$ cat config.mk
export PLATFORM = sky130hd
export DESIGN_NAME = reg_file_wb
export DESIGN_NICKNAME = d
export VERILOG_FILES = /design/src/rtl/mips_pkg.sv /design/src/rtl/reg_scoreboard.sv /design/src/rtl/reg_file_wb.sv
export SDC_FILE = /design/constraint.sdc
export NUM_CORES = 2
export LEC_CHECK = 0
export BUFFER_PORTS_ARGS = -buffer_cell sky130_fd_sc_hd__clkbuf_2
export CAP_MARGIN = 10
export CORE_ASPECT_RATIO = 0.5
export CORE_UTILIZATION = 59
export CTS_BUF_LIST = sky130_fd_sc_hd__clkbuf_4 sky130_fd_sc_hd__clkbuf_8
export CTS_CLUSTER_DIAMETER = 60
export DETAILED_ROUTE_END_ITERATION = 12
export PLACE_DENSITY = 0.79
export SYNTH_ARGS = -nofsm -noshare
export SYNTH_HDL_FRONTEND = slang
export SYNTH_HIERARCHICAL = 1
export SYNTH_SLANG_ARGS = --single-unit
$ cat constraint.sdc
create_clock -name clk -period 1.65 [get_ports clk]
set_input_delay 0.0825 -clock clk [delete_from_list [all_inputs] [get_ports clk]]
set_output_delay 0.0825 -clock clk [all_outputs]
set_load 0.005 [all_outputs]
$ cat src/rtl/mips_pkg.sv
// Shared types and constants for the MIPS-style datapath blocks.
// The register-file blocks take their default parameter values from here.
package mips_pkg;

    localparam int MIPS_NUM_REGS = 32;
    localparam int MIPS_DATA_W   = 32;
    localparam int MIPS_AW       = $clog2(MIPS_NUM_REGS);

    typedef logic [MIPS_DATA_W-1:0] word_t;
    typedef logic [MIPS_AW-1:0]     reg_idx_t;

    // Architectural zero register: reads as zero, never written, never pending.
    localparam reg_idx_t REG_ZERO = '0;

    // True when a write-back to idx actually changes architectural state.
    function automatic logic is_live_write(input logic we, input reg_idx_t idx);
        return we && (idx != REG_ZERO);
    endfunction

endpackage

$ cat src/rtl/reg_scoreboard.sv
// Pending-write scoreboard: one bit per architectural register.
// A bit is set when a producer issues, and cleared when that register is written back.
// flush squashes every in-flight producer at once.
// Priority at each edge is flush > issue (set) > write-back (clear).
// Setting wins over clearing because the issuing producer is younger than the
// one writing back.
module reg_scoreboard
    import mips_pkg::*;
#(
    parameter int NUM_REGS = MIPS_NUM_REGS,
    parameter int AW       = MIPS_AW,
    parameter bit BYPASS   = 1'b1
) (
    input  logic          clk,
    input  logic          rst_n,
    input  logic          reg_write_w,
    input  logic [AW-1:0] write_reg_w,
    input  logic          issue_valid_d,
    input  logic [AW-1:0] issue_reg_d,
    input  logic          flush,
    input  logic [AW-1:0] rs_d,
    input  logic [AW-1:0] rt_d,
    output logic          pending_rs_d,
    output logic          pending_rt_d
);

    logic [NUM_REGS-1:0] r_pend;
    logic [NUM_REGS-1:0] w_set;
    logic [NUM_REGS-1:0] w_clr;
    logic [NUM_REGS-1:0] w_pend_nxt;
    logic                w_byp_rs;
    logic                w_byp_rt;

    // Decode the issue and write-back indices into set and clear masks.
    always_comb begin
        // NOTE: every signal driven here gets a default first, so no path
        // leaves a value unassigned and no latch is inferred.
        w_set = '0;
        w_clr = '0;
        if (issue_valid_d && (issue_reg_d != REG_ZERO)) begin
            w_set[issue_reg_d] = 1'b1;
        end
        if (reg_write_w) begin
            w_clr[write_reg_w] = 1'b1;
        end
    end

    // Next pending vector: flush clears all, otherwise the set mask overrides the clear mask.
    always_comb begin
        if (flush) begin
            w_pend_nxt = '0;
        end else begin
            w_pend_nxt = (r_pend & ~w_clr) | w_set;
        end
        w_pend_nxt[0] = 1'b0;
    end

    // Pending-bit state register.
    always_ff @(posedge clk or negedge rst_n) begin
        if (!rst_n) begin
            r_pend <= '0;
        end else begin
            // NOTE: clocked state uses non-blocking assignments, so every flop
            // samples values from before the edge, whatever the statement order.
            r_pend <= w_pend_nxt;
        end
    end

    // A bypassed write-back resolves the hazard in the cycle in which it happens.
    always_comb begin
        w_byp_rs     = BYPASS && reg_write_w && (write_reg_w == rs_d);
        w_byp_rt     = BYPASS && reg_write_w && (write_reg_w == rt_d);
        pending_rs_d = r_pend[rs_d] && !w_byp_rs;
        pending_rt_d = r_pend[rt_d] && !w_byp_rt;
    end

endmodule

$ cat src/rtl/reg_file_wb.sv
// Architectural register file, written by the write-back stage.
// It has two combinational read ports for Decode, with an optional bypass that
// returns a write in the same cycle.
// The embedded pending-write scoreboard tells Decode when a source register
// still has a producer that has not written back.
module reg_file_wb
    import mips_pkg::*;
#(
    parameter int NUM_REGS = MIPS_NUM_REGS,
    parameter int DATA_W   = MIPS_DATA_W,
    parameter int AW       = MIPS_AW,
    parameter bit BYPASS   = 1'b1
) (
    input  logic              clk,
    input  logic              rst_n,
    // write-back port
    input  logic              reg_write_w,
    input  logic [AW-1:0]     write_reg_w,
    input  logic [DATA_W-1:0] result_w,
    // decode read ports
    input  logic [AW-1:0]     rs_d,
    input  logic [AW-1:0]     rt_d,
    output logic [DATA_W-1:0] rd1_d,
    output logic [DATA_W-1:0] rd2_d,
    // scoreboard
    input  logic              issue_valid_d,
    input  logic [AW-1:0]     issue_reg_d,
    input  logic              flush,
    output logic              pending_rs_d,
    output logic              pending_rt_d
);

    logic [DATA_W-1:0] r_regs [NUM_REGS];
    logic              w_we_live;

    assign w_we_live = is_live_write(reg_write_w, write_reg_w);

    // Register storage: a flop array, written on live write-backs only.
    always_ff @(posedge clk or negedge rst_n) begin
        if (!rst_n) begin
            // NOTE: the storage is cleared on reset, so it must be built from
            // resettable flops. A RAM macro cannot clear every entry at once.
            for (int i = 0; i < NUM_REGS; i++) begin
                r_regs[i] <= '0;
            end
        end else if (w_we_live) begin
            r_regs[write_reg_w] <= result_w;
        end
    end

    // Read port 1: zero register, then bypass, then stored value.
    // The port is forced to zero while reset is held, so that the bypass path
    // cannot leak write-back data during reset.
    always_comb begin
        rd1_d = '0;
        if (rst_n && (rs_d != REG_ZERO)) begin
            if (BYPASS && reg_write_w && (write_reg_w == rs_d)) begin
                rd1_d = result_w;
            end else begin
                rd1_d = r_regs[rs_d];
            end
        end
    end

    // Read port 2: same selection as port 1.
    always_comb begin
        rd2_d = '0;
        if (rst_n && (rt_d != REG_ZERO)) begin
            if (BYPASS && reg_write_w && (write_reg_w == rt_d)) begin
                rd2_d = result_w;
            end else begin
                rd2_d = r_regs[rt_d];
            end
        end
    end

    reg_scoreboard #(
        .NUM_REGS (NUM_REGS),
        .AW       (AW),
        .BYPASS   (BYPASS)
    ) u_scoreboard (
        .clk           (clk),
        .rst_n         (rst_n),
        .reg_write_w   (reg_write_w),
        .write_reg_w   (write_reg_w),
        .issue_valid_d (issue_valid_d),
        .issue_reg_d   (issue_reg_d),
        .flush         (flush),
        .rs_d          (rs_d),
        .rt_d          (rt_d),
        .pending_rs_d  (pending_rs_d),
        .pending_rt_d  (pending_rt_d)
    );

endmodule

Word level (Yosys, flattened, before mapping)
Index checks and enable logic that the tools add are counted.
{"block": "word_totals", "regBits": 1055, "in_bits": 57, "output_inout_bits": 66, "wordCells": 92}
{"block": "op_classes", "order_cmp": 10, "n_eq_ne": 2, "n_mux": 24, "bitwise_logic": 6, "n_reduce_logical": 17}
{"cell": "bitwise mux 1024 bit", "n": 1}
{"cell": "2-to-1 mux 32 bit", "n": 12}
{"cell": "binary-select mux 32 bit (select 5 bit)", "n": 2}
{"cell": "demux 32 bit (select 5 bit)", "n": 1}
{"cell": "AND 32 bit", "n": 1}
{"cell": "NOT 32 bit", "n": 1}
{"cell": "bitwise OR 32 bit", "n": 1}
{"cell": "< comparator 5 x 6 -> 1 bit, second input constant", "n": 4}
{"cell": "nonzero test 5 bit", "n": 4}
{"cell": "greater-or-equal comparator 6 bit, second input constant", "n": 3}
{"cell": "NOT 5 -> 6 bit", "n": 3}
{"cell": "logical AND 1 bit", "n": 11}
{"cell": "binary-select mux 1 bit (select 5 bit)", "n": 2}
{"cell": "demux 1 bit (select 5 bit)", "n": 2}
{"cell": "== test 5 bit", "n": 2}
{"cell": "greater-or-equal comparator 5 x 1 -> 1 bit, second input constant", "n": 2}
{"cell": "< comparator 6 x 1 -> 1 bit, second input constant", "n": 1}
{"cell": "2-to-1 mux 1 bit", "n": 4}
{"cell": "zero test 1 bit", "n": 2}

Depth between registers and ports, before layout
{"block": "depth", "depth_word": 9, "mapped_depth": 9, "mapped_depth_nobuf": 5}

Hierarchy
The synthesis kept the hierarchy.
{"mod": "reg_file_wb", "n_inst": 1, "cells_each": 3733, "area_each_um2": 54710.0, "seq_area_each_um2": 25624.6}
{"mod": "reg_scoreboard", "n_inst": 1, "cells_each": 230, "area_each_um2": 2124.5, "seq_area_each_um2": 775.7}

Least setup slack after synthesis
OpenSTA, ideal clock, no wires.
{"block": "synth_path", "path_kind": "input to output", "startpoint": "input rs_d[0]", "endpoint": "output rd1_d[19]", "arrival_ps": 1636, "required_ps": 1567, "path_slack_ps": -68, "path_stages": 7, "n_path_buf": 3, "path_cell_list": "buf_2 -> buf_6 -> buf_2 -> mux4_2 -> a22oi_1 -> a21oi_1 -> a211o_1"}
{"block": "synth_via", "elab_chain_len": 6}
{"item": "start, declared", "line": "reg_file_wb.sv:21", "source": "input logic [AW-1:0] rs_d,"}
{"item": "NOT 5 -> 6 bit (implied by the code)", "line": "reg_file_wb.sv:60", "source": "rd1_d = r_regs[rs_d];"}
{"item": "binary-select mux 32 bit (select 5 bit)", "line": "reg_file_wb.sv:60"}
{"item": "2-to-1 mux 32 bit (implied by the code) (2 in a row)", "line": "reg_file_wb.sv:60"}
{"item": "2-to-1 mux 32 bit", "line": "reg_file_wb.sv:57", "source": "if (BYPASS && reg_write_w && (write_reg_w == rs_d)) begin"}
{"item": "2-to-1 mux 32 bit (*)", "line": "reg_file_wb.sv:56", "source": "if (rst_n && (rs_d != REG_ZERO)) begin"}
{"item": "end, declared", "line": "reg_file_wb.sv:23", "source": "output logic [DATA_W-1:0] rd1_d,"}
Mark *: on every way between the ends. The rest lies on a longest branch, timed or not. The select of a mux whose other input is x is not followed.

Final worst setup path
{"block": "layout_path", "startpoint": "register r_regs[531] (netlist name)", "endpoint": "output rd2_d[19]"}
{"block": "layout_via", "elab_chain_len": 5}
{"item": "start, declared", "line": "reg_file_wb.sv:33", "source": "logic [DATA_W-1:0] r_regs [NUM_REGS];"}
{"item": "start signal, assigned by index", "line": "reg_file_wb.sv:47", "source": "r_regs[write_reg_w] <= result_w;"}
{"item": "binary-select mux 32 bit (select 5 bit)", "line": "reg_file_wb.sv:72", "source": "rd2_d = r_regs[rt_d];"}
{"item": "2-to-1 mux 32 bit (implied by the code) (2 in a row)", "line": "reg_file_wb.sv:72"}
{"item": "2-to-1 mux 32 bit", "line": "reg_file_wb.sv:69", "source": "if (BYPASS && reg_write_w && (write_reg_w == rt_d)) begin"}
{"item": "2-to-1 mux 32 bit", "line": "reg_file_wb.sv:68", "source": "if (rst_n && (rt_d != REG_ZERO)) begin"}
{"item": "end, declared", "line": "reg_file_wb.sv:24", "source": "output logic [DATA_W-1:0] rd2_d,"}
Every way passes these cells. The select of a mux whose other input is x is not followed.

==> metrics.cfg <==
[drt]
vias_per_cell=7.20
ant_nets=0
drc=0
drtPass1Iterations=5
avgRoutedWirePerCell_microns=32.7
via_count=43500
drtIter0Drc=6009
drt_wl_total_mm=198

[clock_tree]
cts.clk_slew.worst_paths_ns=0.07
cts_sinks=1055
htree_levels=4
cts.path.max_buffers=3
cts_made_buffers=152
clock_latency_ns=0.85
cts_root_buf=clkbuf_8
cts_tree=built

[finish]
multi_input_area_sq_mm=0.0295
layout_commonest_cell=dfrtp_1
fin_util_pct=73.6
final_cell_mix=dfrtp_1, mux2_2, buf_4
area_delta_synth_final_pct=23.5
drive_gt1_share_pct=55.9
fill_cells=5527
seqCellArea_sq_mm=0.0264
nets=4717

[global_routing]
grt_pass1_wl_mm=293
overflow=0
antenna_found_initial=7
grt_max_degree=128
grt_pass1_vias=45700
grtUsageTotal_pct=40.9

[timing]
setup_viol=66
drv_slew=0
fin_hold_ws_ns=0.0733
rsz0062_at_grt=yes
worst_slack_ns=-1.19
slew_headroom_pct=22.3
min_period_ns=2.84
fin_tns_setup_ns=-67.96
finalHoldViolCount=0
fmax_mhz=352
clock-skew-final_ns=0
worstMarginPinSlew_ns=1.16
min_period_over_period_pct=172

[status]
failed_checks=negative setup slack
status=complete, but fails checks

[synthesis]
synth-seq-cells=1055
synthFlopType=dfrtp_1
synthesis.area_sq_mm=0.0568
synth_area_leaders=dfrtp_1, mux2_2, mux4_2
yosysTopAreaCellShare_pct=46.5
ys_warn_count=6
yosysSeqAreaShare_pct=46.5
avgSynthCellArea_sq_um=14.3
ys_types=53
synth_edf_count=0
synth_fp_nets=4020
synth_top_area_cell=dfrtp_1
synthArstFlopShare_pct=100
syn_inst=3963

[placement]
dpl.hpwl_mm=126
gp_congestion=0.939
portBuffers=122

[pwr]
vdd_drop_max_mv=0.759
total_power_mw=76.1
p_leak_nw=31.6
powerDensity_mw_per_mm2=1090

[critical_path]
crit_type=reg2out
arrival_ns=2.76
end_kind=primary output
cp_max_fo=2
worstPathCellList=mux4_2 -> a22o_1 -> a211oi_2 -> a21oi_1 -> a22o_1 -> clkbuf_2
ff2ff_path_depth=3
r2r_slack_ns=0.30
cp-startpoint=r_regs[531]
crit_path_end=rd2_d[19]
crit_cells=6
rr_startpoint=u_scoreboard/r_pend[3]
crit_family=compound AO/OA/AOI/OAI gates
crit_path_start_kind=flip-flop
critPathMostFrequentCell=a22o_1
r2r_end=u_scoreboard/r_pend[3]
cp.required_ns=1.57
slowest_stage=mux4_2
path_buf_inv=1
max_stage_delay_ns=0.49

[die]
core_sq_mm=0.0954
pin_count=123
rows=80
die_area_sq_mm=0.0977
fp.dieW_microns=441
die_h_microns=221
start_util_pct=59.6

[flow_run]
maxCapViolCount=0

[hold_path]
hp-class=in2reg

## cell type report
class                           count  share of cell area (%)
Clock inverter                     30                   0.405
Multi-Input combinational cell   2450                    42.1
Antenna cell                        8                  0.0285
Clock buffer                      235                    4.17
Tap cell                         1271                    2.27
Timing Repair Buffer              997                    13.4
Inverter                            4                  0.0214
Sequential cell                  1055                    37.6
## tightest hold or removal path, cell delays in order
cell and delay, ns:
clkbuf_2 0.13, buf_4 0.23, nor2_1 0.10, nand2_1 0.11
o21ai_0 0.18, a21oi_1 0.07
## per-layer routing
metal  up-vias  wire (microns)  GRT usage, %
met5         -              59             0
met4         6           12400          22.9
met3       818           27300          13.6
met2      3460           86700          59.0
met1     22400           71300          54.7
li1      16900               -             -
## synth_stat cells, types with 23 or more instances
master / n
dfrtp_1: 1055
mux2_2: 812
mux4_2: 391
mux2i_1: 261
clkbuf_1: 226
mux2_1: 188
a21oi_1: 128
a22oi_1: 127
buf_2: 112
a221oi_1: 66
buf_1: 64
a22o_1: 63
nand2_1: 56
a211oi_1: 52
o21ai_0: 33
o22ai_1: 33
a211o_1: 32
o21bai_1: 32
o221ai_1: 32
nor2_1: 30
buf_6: 27
buf_4: 23
## where the power goes
part           internal (mW)  switching [mW]  total [mW]
Sequential              30.6            3.55        34.2
Combinational           11.2            8.01        19.2
Clock                   11.9            10.8        22.7
## sequential cells by signal, indices dropped and copies added (netlist names)
name                 count
r_regs                1024
u_scoreboard/r_pend     31
## logic make-up (layout without fill, tap and decap cells)
logic type,count (synthesis),count (layout),share of synthesized area (%)
muxes,1656,1656,40.1
other,0,8,0
DFF,1055,1055,46.5
buffers and inverters,458,1266,3.78
and+or+nand+nor,154,154,1.40
xor gates and xnor gates,19,19,0.293
AOI/OAI and AO/OA,621,621,7.99
## what timing repair did
item	CTS	global route
pin swaps	182	53
hold buffers	59	3
setup endpoints to repair	66	348
endpoints found under the hold margin	1979	9
gates resized for setup	166	78
buffers inserted	63	9
## worst min path at each step
stage          depth (start not counted)            from                 endpoint
3_3_place_gp                           2           rst_n              r_regs[556]
3_5_place_dp                           2           rst_n              r_regs[556]
4_1_cts                                5  write_reg_w[4]   u_scoreboard/r_pend[2]
6_report                               6  write_reg_w[4]  u_scoreboard/r_pend[11]
5_1_grt                                6  write_reg_w[4]  u_scoreboard/r_pend[11]
2_1_floorplan                          0           rst_n                r_regs[0]
## stage by stage
| step | cell area, sq um | worst slack (ns) | instances |
|---|---|---|---|
| 6_report | 70200 | -1.19 | 6050 |
| 5_1_grt | 70200 | -1.21 | 6045 |
| 4_1_cts | 69800 | -1.22 | 6038 |
| 3_5_place_dp | 64800 | -0.749 | 5661 |
| 3_3_place_gp | 64800 | -0.751 | 5661 |
| 2_1_floorplan | 56900 | -0.0244 | 3963 |
Power figures use the tool's default switching activity.
